[src/rtl/mul_unit_pkg.sv]
// Shared types and constants for the iterative multiplier.
package mul_unit_pkg;

    localparam int MUL_STATE_LEN = 2;
    localparam int MUL_STEP_BITS = 4;
    localparam int REGISTER_LEN  = 4;

    localparam logic ENABLE  = 1'b1;
    localparam logic DISABLE = 1'b0;

    typedef enum logic [MUL_STATE_LEN-1:0] {
        MUL_STATE_IDLE = 2'd0,
        MUL_STATE_RUN  = 2'd1,
        MUL_STATE_DONE = 2'd2
    } mul_state_e;

endpackage

[src/rtl/mul_unit_if.sv]
// EXE-stage multiplier bus: operands and control in, result and pipeline control out.
interface mul_unit_if
    import mul_unit_pkg::*;
#(
    parameter int WIDTH = 32
) ();

    logic                    start;
    logic                    flush;
    logic [WIDTH-1:0]        operand_a;
    logic [WIDTH-1:0]        operand_b;
    logic [REGISTER_LEN-1:0] dest_in;
    logic                    s_in;

    logic [WIDTH-1:0]        result;
    logic [REGISTER_LEN-1:0] dest_out;
    logic                    wb_enable_out;
    logic                    status_write_out;
    logic                    n_out;
    logic                    z_out;
    logic                    busy;
    logic                    stall;
    logic                    done;

    modport master (
        output start, flush, operand_a, operand_b, dest_in, s_in,
        input  result, dest_out, wb_enable_out, status_write_out,
        input  n_out, z_out, busy, stall, done
    );

    modport slave (
        input  start, flush, operand_a, operand_b, dest_in, s_in,
        output result, dest_out, wb_enable_out, status_write_out,
        output n_out, z_out, busy, stall, done
    );

endinterface

[src/rtl/mul_unit_step.sv]
// One radix-2^STEP_BITS iteration: acc + mcand * digit, truncated to WIDTH bits.
module mul_unit_step #(
    parameter int WIDTH     = 32,
    parameter int STEP_BITS = 4
) (
    input  logic [WIDTH-1:0]     acc_in,
    input  logic [WIDTH-1:0]     mcand,
    input  logic [STEP_BITS-1:0] digit,
    output logic [WIDTH-1:0]     acc_out
);

    // Shift-and-add over the digit bits; carries above WIDTH fall off.
    always_comb begin
        acc_out = acc_in;
        for (int i = 0; i < STEP_BITS; i++) begin
            if (digit[i]) begin
                acc_out = acc_out + (mcand << i);
            end
        end
    end

endmodule

[src/rtl/mul_unit.sv]
// Iterative multiplier for the EXE stage. Holds the pipeline via stall while
// running, then presents the low WIDTH bits of the product for one DONE cycle.
module mul_unit
    import mul_unit_pkg::*;
#(
    parameter int WIDTH     = 32,
    parameter int STEP_BITS = MUL_STEP_BITS,
    parameter bit EARLY_OUT = 1'b1
) (
    input  logic     clk,
    input  logic     rst,
    mul_unit_if.slave bus
);

    localparam int ITERS = WIDTH / STEP_BITS;
    localparam int CNT_W = $clog2(ITERS + 1);
    localparam logic [CNT_W-1:0] CNT_LOAD = CNT_W'(ITERS);
    localparam logic [CNT_W-1:0] CNT_LAST = CNT_W'(1);

    mul_state_e              state_q, state_d;
    logic [WIDTH-1:0]        acc_q, acc_d;
    logic [WIDTH-1:0]        mcand_q, mcand_d;
    logic [WIDTH-1:0]        mplier_q, mplier_d;
    logic [CNT_W-1:0]        cnt_q, cnt_d;
    logic [REGISTER_LEN-1:0] dest_q, dest_d;
    logic                    s_q, s_d;
    logic [WIDTH-1:0]        acc_step;
    logic                    in_done;
    logic                    fire;

    mul_unit_step #(
        .WIDTH    (WIDTH),
        .STEP_BITS(STEP_BITS)
    ) u_step (
        .acc_in (acc_q),
        .mcand  (mcand_q),
        .digit  (mplier_q[STEP_BITS-1:0]),
        .acc_out(acc_step)
    );

    // Next-state and datapath update: load in IDLE, iterate in RUN, retire in DONE.
    always_comb begin
        state_d  = state_q;
        acc_d    = acc_q;
        mcand_d  = mcand_q;
        mplier_d = mplier_q;
        cnt_d    = cnt_q;
        dest_d   = dest_q;
        s_d      = s_q;
        case (state_q)
            MUL_STATE_IDLE: begin
                if (bus.start && !bus.flush) begin
                    acc_d    = '0;
                    mcand_d  = bus.operand_a;
                    mplier_d = bus.operand_b;
                    cnt_d    = CNT_LOAD;
                    dest_d   = bus.dest_in;
                    s_d      = bus.s_in;
                    state_d  = MUL_STATE_RUN;
                end
            end
            MUL_STATE_RUN: begin
                acc_d    = acc_step;
                mcand_d  = mcand_q << STEP_BITS;
                mplier_d = mplier_q >> STEP_BITS;
                cnt_d    = cnt_q - CNT_LAST;
                // Early-out looks at what is left after this digit is consumed.
                if (cnt_q == CNT_LAST || (EARLY_OUT && mplier_d == '0)) begin
                    state_d = MUL_STATE_DONE;
                end
                if (bus.flush) begin
                    state_d = MUL_STATE_IDLE;
                end
            end
            MUL_STATE_DONE: begin
                // start is still the same instruction here, so never restart.
                state_d = MUL_STATE_IDLE;
            end
            default: begin
                state_d = MUL_STATE_IDLE;
            end
        endcase
    end

    // State and datapath registers with synchronous reset.
    always_ff @(posedge clk) begin
        if (rst) begin
            state_q  <= MUL_STATE_IDLE;
            acc_q    <= '0;
            mcand_q  <= '0;
            mplier_q <= '0;
            cnt_q    <= '0;
            dest_q   <= '0;
            s_q      <= 1'b0;
        end else begin
            state_q  <= state_d;
            acc_q    <= acc_d;
            mcand_q  <= mcand_d;
            mplier_q <= mplier_d;
            cnt_q    <= cnt_d;
            dest_q   <= dest_d;
            s_q      <= s_d;
        end
    end

    // Outputs decode the registered state; only flush may veto a DONE strobe.
    always_comb begin
        in_done              = (state_q == MUL_STATE_DONE);
        fire                 = in_done && !bus.flush;
        bus.result           = in_done ? acc_q : '0;
        bus.n_out            = in_done && acc_q[WIDTH-1];
        bus.z_out            = in_done && (acc_q == '0);
        bus.dest_out         = dest_q;
        bus.done             = fire ? ENABLE : DISABLE;
        bus.wb_enable_out    = fire ? ENABLE : DISABLE;
        bus.status_write_out = fire && s_q;
        bus.busy             = (state_q != MUL_STATE_IDLE);
        bus.stall            = ((state_q == MUL_STATE_IDLE) && bus.start && !bus.flush)
                               || (state_q == MUL_STATE_RUN);
    end

endmodule

[src/flat_wrapper.sv]
// flat-port wrapper written by rule: the top's interface ports become plain ports
module mul_unit_flat import mul_unit_pkg::*;
#(
    parameter int WIDTH     = 32,
    parameter int STEP_BITS = MUL_STEP_BITS,
    parameter bit EARLY_OUT = 1'b1
)
  (clk, rst, bus_start, bus_flush, bus_operand_a, bus_operand_b, bus_dest_in, bus_s_in, bus_result, bus_dest_out, bus_wb_enable_out, bus_status_write_out, bus_n_out, bus_z_out, bus_busy, bus_stall, bus_done);
  mul_unit_if #(.WIDTH(WIDTH)) bus_i ();
  input  logic clk;
  input  logic rst;
  input wire logic [$bits(bus_i.start)-1:0] bus_start;
  input wire logic [$bits(bus_i.flush)-1:0] bus_flush;
  input wire logic [$bits(bus_i.operand_a)-1:0] bus_operand_a;
  input wire logic [$bits(bus_i.operand_b)-1:0] bus_operand_b;
  input wire logic [$bits(bus_i.dest_in)-1:0] bus_dest_in;
  input wire logic [$bits(bus_i.s_in)-1:0] bus_s_in;
  output wire logic [$bits(bus_i.result)-1:0] bus_result;
  output wire logic [$bits(bus_i.dest_out)-1:0] bus_dest_out;
  output wire logic [$bits(bus_i.wb_enable_out)-1:0] bus_wb_enable_out;
  output wire logic [$bits(bus_i.status_write_out)-1:0] bus_status_write_out;
  output wire logic [$bits(bus_i.n_out)-1:0] bus_n_out;
  output wire logic [$bits(bus_i.z_out)-1:0] bus_z_out;
  output wire logic [$bits(bus_i.busy)-1:0] bus_busy;
  output wire logic [$bits(bus_i.stall)-1:0] bus_stall;
  output wire logic [$bits(bus_i.done)-1:0] bus_done;
  assign bus_i.start = bus_start;
  assign bus_i.flush = bus_flush;
  assign bus_i.operand_a = bus_operand_a;
  assign bus_i.operand_b = bus_operand_b;
  assign bus_i.dest_in = bus_dest_in;
  assign bus_i.s_in = bus_s_in;
  assign bus_result = bus_i.result;
  assign bus_dest_out = bus_i.dest_out;
  assign bus_wb_enable_out = bus_i.wb_enable_out;
  assign bus_status_write_out = bus_i.status_write_out;
  assign bus_n_out = bus_i.n_out;
  assign bus_z_out = bus_i.z_out;
  assign bus_busy = bus_i.busy;
  assign bus_stall = bus_i.stall;
  assign bus_done = bus_i.done;
  mul_unit #(.WIDTH(WIDTH), .STEP_BITS(STEP_BITS), .EARLY_OUT(EARLY_OUT)) u_core (.clk(clk), .rst(rst), .bus(bus_i));
endmodule
[config.mk]
export PLATFORM = sky130hd
export DESIGN_NAME = mul_unit_flat
export DESIGN_NICKNAME = d
export VERILOG_FILES = /design/src/rtl/mul_unit_pkg.sv /design/src/rtl/mul_unit_if.sv /design/src/rtl/mul_unit_step.sv /design/src/rtl/mul_unit.sv /design/src/flat_wrapper.sv
export SDC_FILE = /design/constraint.sdc
export NUM_CORES = 1
export LEC_CHECK = 0
export BUFFER_PORTS_ARGS = -buffer_cell sky130_fd_sc_hd__clkbuf_2
export CORE_ASPECT_RATIO = 1.5
export CORE_UTILIZATION = 35
export DETAILED_ROUTE_END_ITERATION = 12
export GPL_TIMING_DRIVEN = 0
export SLEW_MARGIN = 5
export SYNTH_ARGS = -nofsm -noshare
export SYNTH_HDL_FRONTEND = slang
export SYNTH_SLANG_ARGS = --single-unit
[constraint.sdc]
create_clock -name clk -period 13.87 [get_ports clk]
set_input_delay 2.774 -clock clk [delete_from_list [all_inputs] [get_ports clk]]
set_output_delay 2.774 -clock clk [all_outputs]
set_load 0.02 [all_outputs]
* Yosys cells after proc, flatten, opt, wreduce, memory -nomap -nowiden
Index checks and enable logic that the tools add are counted. W data, S select, Z words.
Word-level totals: register bits 107, bits of input ports 73, logic and storage cells 53
Operators by class: $add $sub $neg 5, equality and inequality tests 5, multiplexer cells 18, reductions and logical operators 18
Operators with widths (count):
- $mux W32 | 8
- $pmux W32 S2 | 3
- $add A32 B32 Y32 | 4
- $logic_not A32 Y1 | 2
- $pmux W4 S2 | 1
- $logic_and A1 B1 Y1 | 7
- $mux W2 | 3
- $reduce_and A2 Y1 | 3
- $eq A4 B1 Y1 const B | 1
- $mux W4 | 1
- $pmux W2 S2 | 1
- $reduce_bool A2 Y1 | 2
- $sub A4 B1 Y4 const B | 1
- $ne A3 B2 Y1 const B | 1
- $eq A2 B1 Y1 const B | 1
- $eq A2 B2 Y1 const B | 1
- $logic_not A2 Y1 | 1
- $logic_or A1 B1 Y1 | 2
- $ne A2 B1 Y1 const B | 1
- $logic_not A1 Y1 | 1
- $mux W1 | 1

* Logic depth before layout (Yosys ltp)
Gate-level depths: netlist of the first run.
depth after elaboration 9, depth in mapped cells 48

* Modules after synthesis
From an unflattened synthesis of the first run, not the netlist that was laid out.
Unflattened totals: cell total of the unflattened synthesis 1567, area, all modules 11976.5 um2
By module, submodules not included:
- mul_unit_step | times used 1, cells an instance 1013, area each 7380.8 um2, sequential area each 0.0 um2
- mul_unit | times used 1, cells an instance 554, area each 4595.7 um2, sequential area each 2142.1 um2

* Least setup slack after synthesis of the first run
OpenSTA, ideal clock, no wires.
kind flip-flop to flip-flop, start point register u_core.mcand_q[0], end point register u_core.acc_q[31], setup time 0.069 ns, arrival time 7.894 ns, data required time 13.801 ns, path slack 5.907 ns, stages on the path, launching flop included 45, buffers on the path 1, period minus slack after synthesis 7.963 ns, path through dfxtp_1 -> ha_1 -> inv_1 -> fa_1 -> nor2b_1 -> o21ai_1 -> a211oi_2 -> o221a_4 -> o21bai_1 -> a21boi_1 -> o21a_1 -> o21ai_0 -> a31oi_1 -> inv_1 -> ha_1 -> buf_2 -> a21o_1 -> o21bai_1 -> [9 not listed] -> or2_2 -> or4_1 -> o21ai_0 -> o31ai_1 -> xnor2_1 -> nand2_1 -> o21a_1 -> ha_1 -> nand4_1 -> nor2_1 -> and3_1 -> nand3_1 -> nand4b_1 -> xor2_1 -> nand2_1 -> xor2_1 -> xnor3_1 -> o21ai_1
On the way: word-level cells in the longest chain between the ends 9
RTL lines:
- start: declaration | line mul_unit.sv:22 | logic [WIDTH-1:0] mcand_q, mcand_d;
- start signal: assignment | line mul_unit.sv:98 | mcand_q <= mcand_d;
- $add A32 B32 Y32 | line mul_unit_step.sv:17 | acc_out = acc_out + (mcand << i);
- $mux W32 | line mul_unit_step.sv:16 | if (digit[i]) begin
- $add A32 B32 Y32 | line mul_unit_step.sv:17
- $mux W32 | line mul_unit_step.sv:16
- $add A32 B32 Y32 | line mul_unit_step.sv:17
- $mux W32 | line mul_unit_step.sv:16
- $add A32 B32 Y32 | line mul_unit_step.sv:17
- $mux W32 * | line mul_unit_step.sv:16
- $pmux W32 S2 * | line mul_unit.sv:50 | case (state_q)
- end signal: assignment | line mul_unit.sv:89 | acc_q <= '0;
- end signal: assignment | line mul_unit.sv:97 | acc_q <= acc_d;
- end: declaration | line mul_unit.sv:21 | logic [WIDTH-1:0] acc_q, acc_d;
Every way passes the cells marked *; elsewhere a longest branch is shown, timed or not. A chain may end at the register's enable or synchronous reset.

* Final worst setup path of the first run
start point register u_core.mplier_q[0], end point register u_core.acc_q[30]
On the way: word-level cells in the longest chain between the ends 8
RTL lines:
- start: declaration | line mul_unit.sv:23 | logic [WIDTH-1:0] mplier_q, mplier_d;
- start signal: assignment | line mul_unit.sv:99 | mplier_q <= mplier_d;
- $mux W32 * | line mul_unit_step.sv:16
- $add A32 B32 Y32 | line mul_unit_step.sv:17
- $mux W32 * | line mul_unit_step.sv:16
- $add A32 B32 Y32 | line mul_unit_step.sv:17
- $mux W32 * | line mul_unit_step.sv:16
- $add A32 B32 Y32 | line mul_unit_step.sv:17
- $mux W32 * | line mul_unit_step.sv:16
- $pmux W32 S2 * | line mul_unit.sv:50
Marks and branches as above.

==> results of run 1 <==
[power breakdown]
group / switching [mW] / leakage [nW] / total [mW] / internal, mW
Combinational: 0.141 / 5.27 / 0.222 / 0.0812
Sequential: 0.0223 / 0.870 / 0.342 / 0.320
Clock: 0.137 / 0.147 / 0.268 / 0.131
Total: 0.300 / 6.28 / 0.832 / 0.532
[flip-flops by register name (all words and copies together), names as in the netlist]
| signal | cells |
|---|---|
| u_core.acc_q | 32 |
| u_core.bus.dest_out | 4 |
| u_core.cnt_q | 4 |
| u_core.mcand_q | 32 |
| u_core.mplier_q | 32 |
| u_core.s_q | 1 |
| u_core.state_q | 2 |
[Yosys cell counts (all sizes together), types with 3 or more instances]
master,number
nor2b,21
a211o,6
nand3,27
and2,36
dfxtp,107
a31oi,16
mux2,45
nor3b,4
o311ai,3
a21boi,3
a22o,6
a2111oi,4
nor4,17
a22oi,62
and3,15
o31a,3
nor2,85
nand4,12
nor3,24
a221o,8
a31o,6
o21a,24
nand2b,22
inv,46
a21oi,181
clkbuf,63
and4,3
o211ai,11
nand2,192
o31ai,12
a211oi,21
xor2,42
a21o,84
o21ai,79
a221oi,8
or2,4
buf,8
mux2i,10
xnor2,53
o21bai,17
fa,4
or3,5
ha,124
[how the worst max path moves through the flow]
stage | endpoint | start | slack (ns)
after global routing | u_core.acc_q[30]$_SDFFE_PP0P_ | u_core.mplier_q[0]$_SDFFE_PP0P_ | 2.86
after global placement | u_core.acc_q[30]$_SDFFE_PP0P_ | u_core.mplier_q[0]$_SDFFE_PP0P_ | 3.57
after floorplan | u_core.acc_q[31]$_SDFFE_PP0P_ | u_core.mcand_q[0]$_SDFFE_PP0P_ | 5.91
final | u_core.acc_q[30]$_SDFFE_PP0P_ | u_core.mplier_q[0]$_SDFFE_PP0P_ | 3.32
after detailed placement | u_core.acc_q[30]$_SDFFE_PP0P_ | u_core.mplier_q[0]$_SDFFE_PP0P_ | 3.48
after CTS | u_core.acc_q[30]$_SDFFE_PP0P_ | u_core.mplier_q[0]$_SDFFE_PP0P_ | 3.44
[routing by layer]
layer / GRT usage (%) / vias to the layer above
li1: - / 5992
met1: 30.7 / 5899
met2: 47.0 / 418
met3: 2.92 / 125
met4: 16.4 / 0
met5: 0 / -
[through the flow]
stage                     worst slack, ns  utilization [%]
after floorplan                      5.91                -
after detailed placement             3.48             39.2
after global placement               3.57             39.2
after global routing                 2.86             40.0
final                                3.32             40.0
after CTS                            3.44             40.0
[logic make-up after synthesis]
group | after synthesis
xor gates and xnor gates | 96
buffers and inverters | 118
AOI/OAI and AO/OA | 572
and+or+nand+nor | 477
adders and majority gates | 128
muxes | 55
DFF | 107
[critical path, delay by kind of cell (launching register included)]
family                   cells  cell delay, ns
AO/OA/AOI/OAI               18            4.08
AND/OR/NAND/NOR              7            1.06
XOR/XNOR                     2            0.35
adder cells (fa/ha/maj)      4            1.23
multiplexers                 1            0.37
flip-flops                   1            0.32
buffers and inverters        6            3.03
[final cells by class]
type / count / area (um2)
Fill cell: 3491 / 19700
Multi-Input combinational cell: 1328 / 9170
Sequential cell: 107 / 2140
Timing Repair Buffer: 115 / 576
Tap cell: 415 / 519
Buffer: 71 / 275
Clock buffer: 10 / 239
Inverter: 47 / 176
Clock inverter: 6 / 53.8
==> impl_metrics.prom, run 1 <==
# TYPE chip_impl_metric gauge
chip_impl_metric{name="drt_wl_total",unit="um"} 45200
chip_impl_metric{name="synth_async_sr_flop_share",unit="%"} 0
chip_impl_metric{name="fp-row-count",unit=""} 81
chip_impl_metric{name="cp_arrival",unit="ns"} 10.86
chip_impl_metric{name="avgViaCountPerCell",unit=""} 5.92
chip_impl_metric{name="clk_path_buf_depth",unit=""} 2
chip_impl_metric{name="power.density",unit="mW/mm2"} 63.3
chip_impl_metric{name="netlist_area_before_placement",unit="mm2"} 0.0118
chip_impl_metric{name="clock_sink_count",unit=""} 107
chip_impl_metric{name="synth_edf_count",unit=""} 0
chip_impl_info{name="main_combinational_cell_family_by_area_after_synthesis",value="compound AO/OA/AOI/OAI gates"} 1
chip_impl_metric{name="timing.critical_path.slowest_cell_delay",unit="ns"} 0.87
chip_impl_metric{name="fin_total_pwr",unit="mW"} 0.832
chip_impl_metric{name="antenna_left",unit=""} 0
chip_impl_metric{name="yosysWarnings",unit=""} 0
chip_impl_metric{name="detailroute.wirelength.met2",unit="um"} 22500
chip_impl_info{name="highest_layer",value="met4"} 1
chip_impl_metric{name="clkTransAtPathRegs",unit="ns"} 0.08
chip_impl_metric{name="drc",unit=""} 0
chip_impl_metric{name="seq_total_area_yosys",unit="%"} 18.2
chip_impl_info{name="yosysTopAreaCell",value="dfxtp_1"} 1
chip_impl_metric{name="yosysTopAreaCellShare",unit="%"} 18.2
chip_impl_metric{name="power.ir.vdd_worst",unit="mV"} 0.0716
chip_impl_metric{name="fin_crit_sh",unit="%"} 76.0
chip_impl_info{name="run_status",value="finished, final reports clean"} 1
chip_impl_metric{name="via_total_after_detailed_routing",unit=""} 12434
chip_impl_metric{name="min_period",unit="ns"} 10.55
chip_impl_metric{name="diodes",unit=""} 0
chip_impl_metric{name="postSynthNetCount",unit=""} 1754
chip_impl_info{name="timing_worst_setup_path_type",value="reg2reg"} 1
chip_impl_info{name="worst_path_max_delay_cell",value="clkbuf_1"} 1
chip_impl_metric{name="crit_fanout",unit=""} 10
chip_impl_metric{name="clk-insertion-delay-late",unit="ns"} 0.38
chip_impl_metric{name="synth-seq-cells",unit=""} 107
chip_impl_metric{name="grt_start_max_net_pins",unit=""} 20
chip_impl_metric{name="cts_setup_buffers",unit=""} 0
chip_impl_metric{name="synth_xor_area_share",unit="%"} 7.27
chip_impl_metric{name="max-cap-violations",unit=""} 0
chip_impl_metric{name="tritoncts.num_buffers",unit=""} 9
chip_impl_metric{name="tightestPinTransition",unit="ns"} 1.09
chip_impl_metric{name="final_setup_violation_count",unit=""} 0
chip_impl_info{name="worst_flop_to_flop_path_startpoint",value="u_core.mplier_q[0]$_SDFFE_PP0P_"} 1
chip_impl_metric{name="placeableCoreArea",unit="mm2"} 0.0328
chip_impl_metric{name="reg2regPathDepth",unit=""} 38
chip_impl_metric{name="avgSynthCellArea",unit="um2"} 7.57
chip_impl_metric{name="synthCells",unit=""} 1553
chip_impl_info{name="cts.root.buffer_cell",value="clkbuf_16"} 1
chip_impl_metric{name="initial_utilization",unit="%"} 35.8
chip_impl_metric{name="first_pass_detailed_route_iteration_total",unit=""} 5
chip_impl_metric{name="dpl_cell_area",unit="mm2"} 0.0129
chip_impl_metric{name="cp.required",unit="ns"} 14.19
chip_impl_metric{name="tns",unit="ns"} 0
chip_impl_metric{name="synth.area.mux_share",unit="%"} 5.26
chip_impl_info{name="dominantRegCellSynth",value="dfxtp_1"} 1
chip_impl_info{name="final_common_cell",value="nand2_1"} 1
chip_impl_metric{name="route.layer.met1.wl",unit="um"} 17800
chip_impl_metric{name="finClkSkew",unit="ns"} 0.0140
chip_impl_metric{name="htreeDepth",unit=""} 3
chip_impl_metric{name="floorplan.die_area",unit="mm2"} 0.0344
chip_impl_metric{name="layout.cell_area.non_filler",unit="mm2"} 0.0131
chip_impl_info{name="critPathMostFrequentCell",value="a21oi_1"} 1
chip_impl_metric{name="slew_viol_final",unit=""} 0
chip_impl_metric{name="area_fraction_in_and_or_nand_and_nor_cells_after_synthesis",unit="%"} 19.3
chip_impl_metric{name="die_x",unit="um"} 152
chip_impl_metric{name="count_of_buffers_from_port_buffering",unit=""} 115
chip_impl_metric{name="dp_hpwl",unit="um"} 36700
chip_impl_metric{name="globalRouteOverflowTotal",unit=""} 0
chip_impl_metric{name="cts_hold_buffers",unit=""} 0
chip_impl_metric{name="routed-wl-met3",unit="um"} 2230
chip_impl_metric{name="final_nets",unit=""} 1880
chip_impl_metric{name="gr-usage-all-layers",unit="%"} 26.8
chip_impl_info{name="hold_path_end",value="u_core.bus.dest_out[1]$_SDFFE_PP0P_"} 1
chip_impl_metric{name="synth-compound-area-share",unit="%"} 32.2
chip_impl_info{name="tritoncts",value="done"} 1
chip_impl_metric{name="via_count_of_the_first_global_routing_pass",unit=""} 12179
chip_impl_metric{name="place_inst",unit=""} 2083
chip_impl_metric{name="antenna_found_initial",unit=""} 0
chip_impl_info{name="rsz0062_at_grt",value="false"} 1
chip_impl_metric{name="max_freq",unit="MHz"} 94.8
chip_impl_metric{name="worstHoldPathCells",unit=""} 2
chip_impl_metric{name="cts_resized",unit=""} 0
chip_impl_metric{name="flow.area_growth_from_synthesis",unit="%"} 11.8
chip_impl_metric{name="synth_adder_area_share",unit="%"} 13.9
chip_impl_info{name="cells_taking_the_most_area_after_synthesis",value="dfxtp_1 (18%), ha_1 (13%), a21oi_1 (7.6%), nand2_1 (6.1%), a21o_1 (5.4%)"} 1
chip_impl_metric{name="globalplace.congestion",unit=""} 0.953
chip_impl_metric{name="synth_cell_types",unit=""} 76
chip_impl_info{name="setup.worst_path.start_class",value="flop"} 1
chip_impl_info{name="hold_start",value="u_core.bus.dest_out[1]$_SDFFE_PP0P_"} 1
chip_impl_metric{name="initialDrtViolationCount",unit=""} 757
chip_impl_metric{name="grt_pass1_wl",unit="um"} 69000
chip_impl_metric{name="wl_per_cell",unit="um"} 21.5
chip_impl_metric{name="final_layout_size_suffix_gt1_share",unit="%"} 12.3
chip_impl_metric{name="p_leak",unit="nW"} 6.28
chip_impl_info{name="worst_setup_path_end_kind",value="flop"} 1
chip_impl_metric{name="worst-r2r-setup-slack",unit="ns"} 3.32
chip_impl_info{name="most_frequent_cells_in_the_layout",value="nand2_1 (192), a21oi_1 (179), ha_1 (124)"} 1
chip_impl_metric{name="timing_hold_violations_final",unit=""} 0
chip_impl_metric{name="normalized_max_slew_margin",unit="%"} 27.6
chip_impl_info{name="hold_class",value="reg2reg"} 1
chip_impl_metric{name="io_pins",unit=""} 116
chip_impl_metric{name="fin_hold_ws",unit="ns"} 0.461
chip_impl_metric{name="instances_no_fill",unit=""} 2099
chip_impl_info{name="crit-reg2reg-capture",value="u_core.acc_q[30]$_SDFFE_PP0P_"} 1
chip_impl_metric{name="die_y",unit="um"} 227
No activity file was read; power rests on OpenSTA's default activity.
==> inputs of run 2 (changes only) <==
==> constraint.sdc (replaced) <==
create_clock -name clk -period 9.6 [get_ports clk]
set_input_delay 1.92 -clock clk [delete_from_list [all_inputs] [get_ports clk]]
set_output_delay 1.92 -clock clk [all_outputs]
set_load 0.02 [all_outputs]
==> impl_metrics.prom, run 2 (same netlist as run 1, synthesis figures left out) <==
# TYPE chip_impl_metric gauge
chip_impl_info{name="run_status",value="finished, final reports clean"} 1
chip_impl_info{name="hold_class",value="reg2reg"} 1
chip_impl_metric{name="drt_wl_total",unit="um"} 45100
chip_impl_metric{name="antenna_found_initial",unit=""} 0
chip_impl_info{name="setup.worst_path.start_class",value="flop"} 1
chip_impl_metric{name="gr-usage-all-layers",unit="%"} 26.7
chip_impl_metric{name="io_pins",unit=""} 116
chip_impl_metric{name="die_y",unit="um"} 227
chip_impl_metric{name="power.density",unit="mW/mm2"} 90.5
chip_impl_metric{name="finClkSkew",unit="ns"} 0.0144
chip_impl_metric{name="worstPathBufferInverterCount",unit=""} 2
chip_impl_metric{name="fin_ws",unit="ns"} 0.495
chip_impl_metric{name="initialDrtViolationCount",unit=""} 748
chip_impl_metric{name="diodes",unit=""} 0
chip_impl_metric{name="clock_sink_count",unit=""} 107
chip_impl_metric{name="power.ir.vdd_worst",unit="mV"} 0.104
chip_impl_metric{name="first_pass_detailed_route_iteration_total",unit=""} 6
chip_impl_metric{name="max_freq",unit="MHz"} 110
chip_impl_metric{name="max-cap-violations",unit=""} 0
chip_impl_metric{name="seq_area",unit="mm2"} 0.00215
chip_impl_metric{name="tns",unit="ns"} 0
chip_impl_metric{name="initial_utilization",unit="%"} 35.8
chip_impl_metric{name="cp_arrival",unit="ns"} 9.41
chip_impl_metric{name="multiInputGateArea",unit="mm2"} 0.00921
chip_impl_metric{name="final_nets",unit=""} 1884
chip_impl_info{name="cts.root.buffer_cell",value="clkbuf_16"} 1
chip_impl_metric{name="wl_per_cell",unit="um"} 21.5
chip_impl_metric{name="tightestPinTransition",unit="ns"} 1.02
chip_impl_metric{name="htreeDepth",unit=""} 3
chip_impl_metric{name="globalRouteOverflowTotal",unit=""} 0
chip_impl_metric{name="via_count_of_the_first_global_routing_pass",unit=""} 12204
chip_impl_metric{name="antenna_left",unit=""} 0
chip_impl_metric{name="pre_cts_ws",unit="ns"} -0.788
chip_impl_info{name="largest_registers",value="u_core.acc_q x32, u_core.mcand_q x32, u_core.mplier_q x32"} 1
chip_impl_metric{name="post-route-util",unit="%"} 40.3
chip_impl_metric{name="via_total_after_detailed_routing",unit=""} 12510
chip_impl_metric{name="min_period",unit="ns"} 9.10
chip_impl_metric{name="crit_fanout",unit=""} 7
chip_impl_metric{name="fin_crit_sh",unit="%"} 94.8
chip_impl_info{name="critical_path.top_delay_family",value="compound AO/OA/AOI/OAI gates"} 1
chip_impl_info{name="worst_setup_path_end_kind",value="flop"} 1
chip_impl_metric{name="timing.critical_path.slowest_cell_delay",unit="ns"} 0.53
chip_impl_metric{name="tritoncts.num_buffers",unit=""} 9
chip_impl_metric{name="cp.required",unit="ns"} 9.91
chip_impl_metric{name="avgViaCountPerCell",unit=""} 5.95
chip_impl_metric{name="dp_hpwl",unit="um"} 36700
chip_impl_info{name="tritoncts",value="done"} 1
chip_impl_info{name="timing_worst_setup_path_type",value="reg2reg"} 1
chip_impl_metric{name="clk-insertion-delay-late",unit="ns"} 0.37
chip_impl_metric{name="timing_hold_violations_final",unit=""} 0
chip_impl_metric{name="globalplace.congestion",unit=""} 0.953
chip_impl_metric{name="fin_hold_ws",unit="ns"} 0.462
chip_impl_info{name="critPathMostFrequentCell",value="a21oi_1"} 1
chip_impl_info{name="final_common_cell",value="nand2_1"} 1
chip_impl_metric{name="floorplan.die_area",unit="mm2"} 0.0344
chip_impl_metric{name="grt_pass1_wl",unit="um"} 68800
chip_impl_metric{name="drc",unit=""} 0
chip_impl_metric{name="clkTransAtPathRegs",unit="ns"} 0.08
chip_impl_metric{name="count_of_buffers_from_port_buffering",unit=""} 115
chip_impl_metric{name="final_layout_size_suffix_gt1_share",unit="%"} 13.4
chip_impl_metric{name="final_setup_violation_count",unit=""} 0
chip_impl_info{name="most_frequent_cells_in_the_layout",value="nand2_1 (192), a21oi_1 (179), ha_1 (123)"} 1
chip_impl_metric{name="clk_path_buf_depth",unit=""} 2
chip_impl_metric{name="layout.filler_cells",unit=""} 3490
chip_impl_metric{name="p_leak",unit="nW"} 6.33
chip_impl_metric{name="fp-row-count",unit=""} 81
chip_impl_metric{name="slew_viol_final",unit=""} 0
chip_impl_metric{name="grt_start_max_net_pins",unit=""} 20
chip_impl_metric{name="placeableCoreArea",unit="mm2"} 0.0328
chip_impl_metric{name="flow.area_growth_from_synthesis",unit="%"} 12.6
chip_impl_metric{name="die_x",unit="um"} 152
chip_impl_info{name="worst_path_max_delay_cell",value="nor3_1"} 1
chip_impl_metric{name="normalized_max_slew_margin",unit="%"} 31.9
## run 2: layout make-up
type	count	share of cell area [%]
sequential	107	16.3
multi-input combinational	1328	69.6
inverter	47	1.33
clock buffer	10	1.80
tap	415	3.92
timing repair buffer	120	4.63
buffer	70	2.09
clock inverter	6	0.406
## run 2: routing by layer
metal  GRT usage [%]  routed length [um]  vias to the layer above
met5               0                   0                        -
met4            16.7                2910                        0
met2            46.7               22300                      427
li1                -                   -                     5992
met1            30.6               17600                     5958
met3            2.88                2250                      133
## run 2: power breakdown
part	internal (mW)	total (mW)	switching [mW]
registers	0.462	0.494	0.0321
clock network	0.189	0.384	0.195
logic	0.118	0.320	0.203
## run 2: path summary, 6_finish.rpt
path / from / end / slack [ns] / cells after the start
max: u_core.mcand_q[8]$_SDFFE_PP0P_ / u_core.acc_q[30]$_SDFFE_PP0P_ / 0.50 / 39
min: u_core.bus.dest_out[1]$_SDFFE_PP0P_ / u_core.bus.dest_out[1]$_SDFFE_PP0P_ / 0.46 / 2
max reg2reg: u_core.mcand_q[8]$_SDFFE_PP0P_ / u_core.acc_q[30]$_SDFFE_PP0P_ / 0.50 / 39
min reg2reg: u_core.bus.dest_out[1]$_SDFFE_PP0P_ / u_core.bus.dest_out[1]$_SDFFE_PP0P_ / 0.46 / 2
## run 2: through the flow
step	instances	power, mW	cell area, um2
floorplan	1553	0.708	11800
global placement	2083	0.815	12900
detailed placement	2083	0.819	12900
CTS	2098	1.20	13200
global route	2103	1.25	13200
finish	2103	1.20	13200
## run 2: what timing repair did
item | 4_1_cts | 5_1_grt
hold buffers | 0 | 0
resized for setup | 5 | 17
setup endpoints to repair | 6 | 5
setup buffers | 0 | 5
pin swaps | 1 | 7
endpoints found under the hold margin | 0 | 0
## run 2: worst reg2reg max path: cells and delay by family, from the launching register on
kind | cells | cell delay (ns)
multiplexers | 2 | 0.66
flip-flops | 1 | 0.51
AND/OR/NAND/NOR | 7 | 1.81
XOR/XNOR | 3 | 0.54
buffers and inverters | 2 | 0.26
AO/OA/AOI/OAI | 21 | 4.13
adder cells (fa/ha/maj) | 4 | 1.14
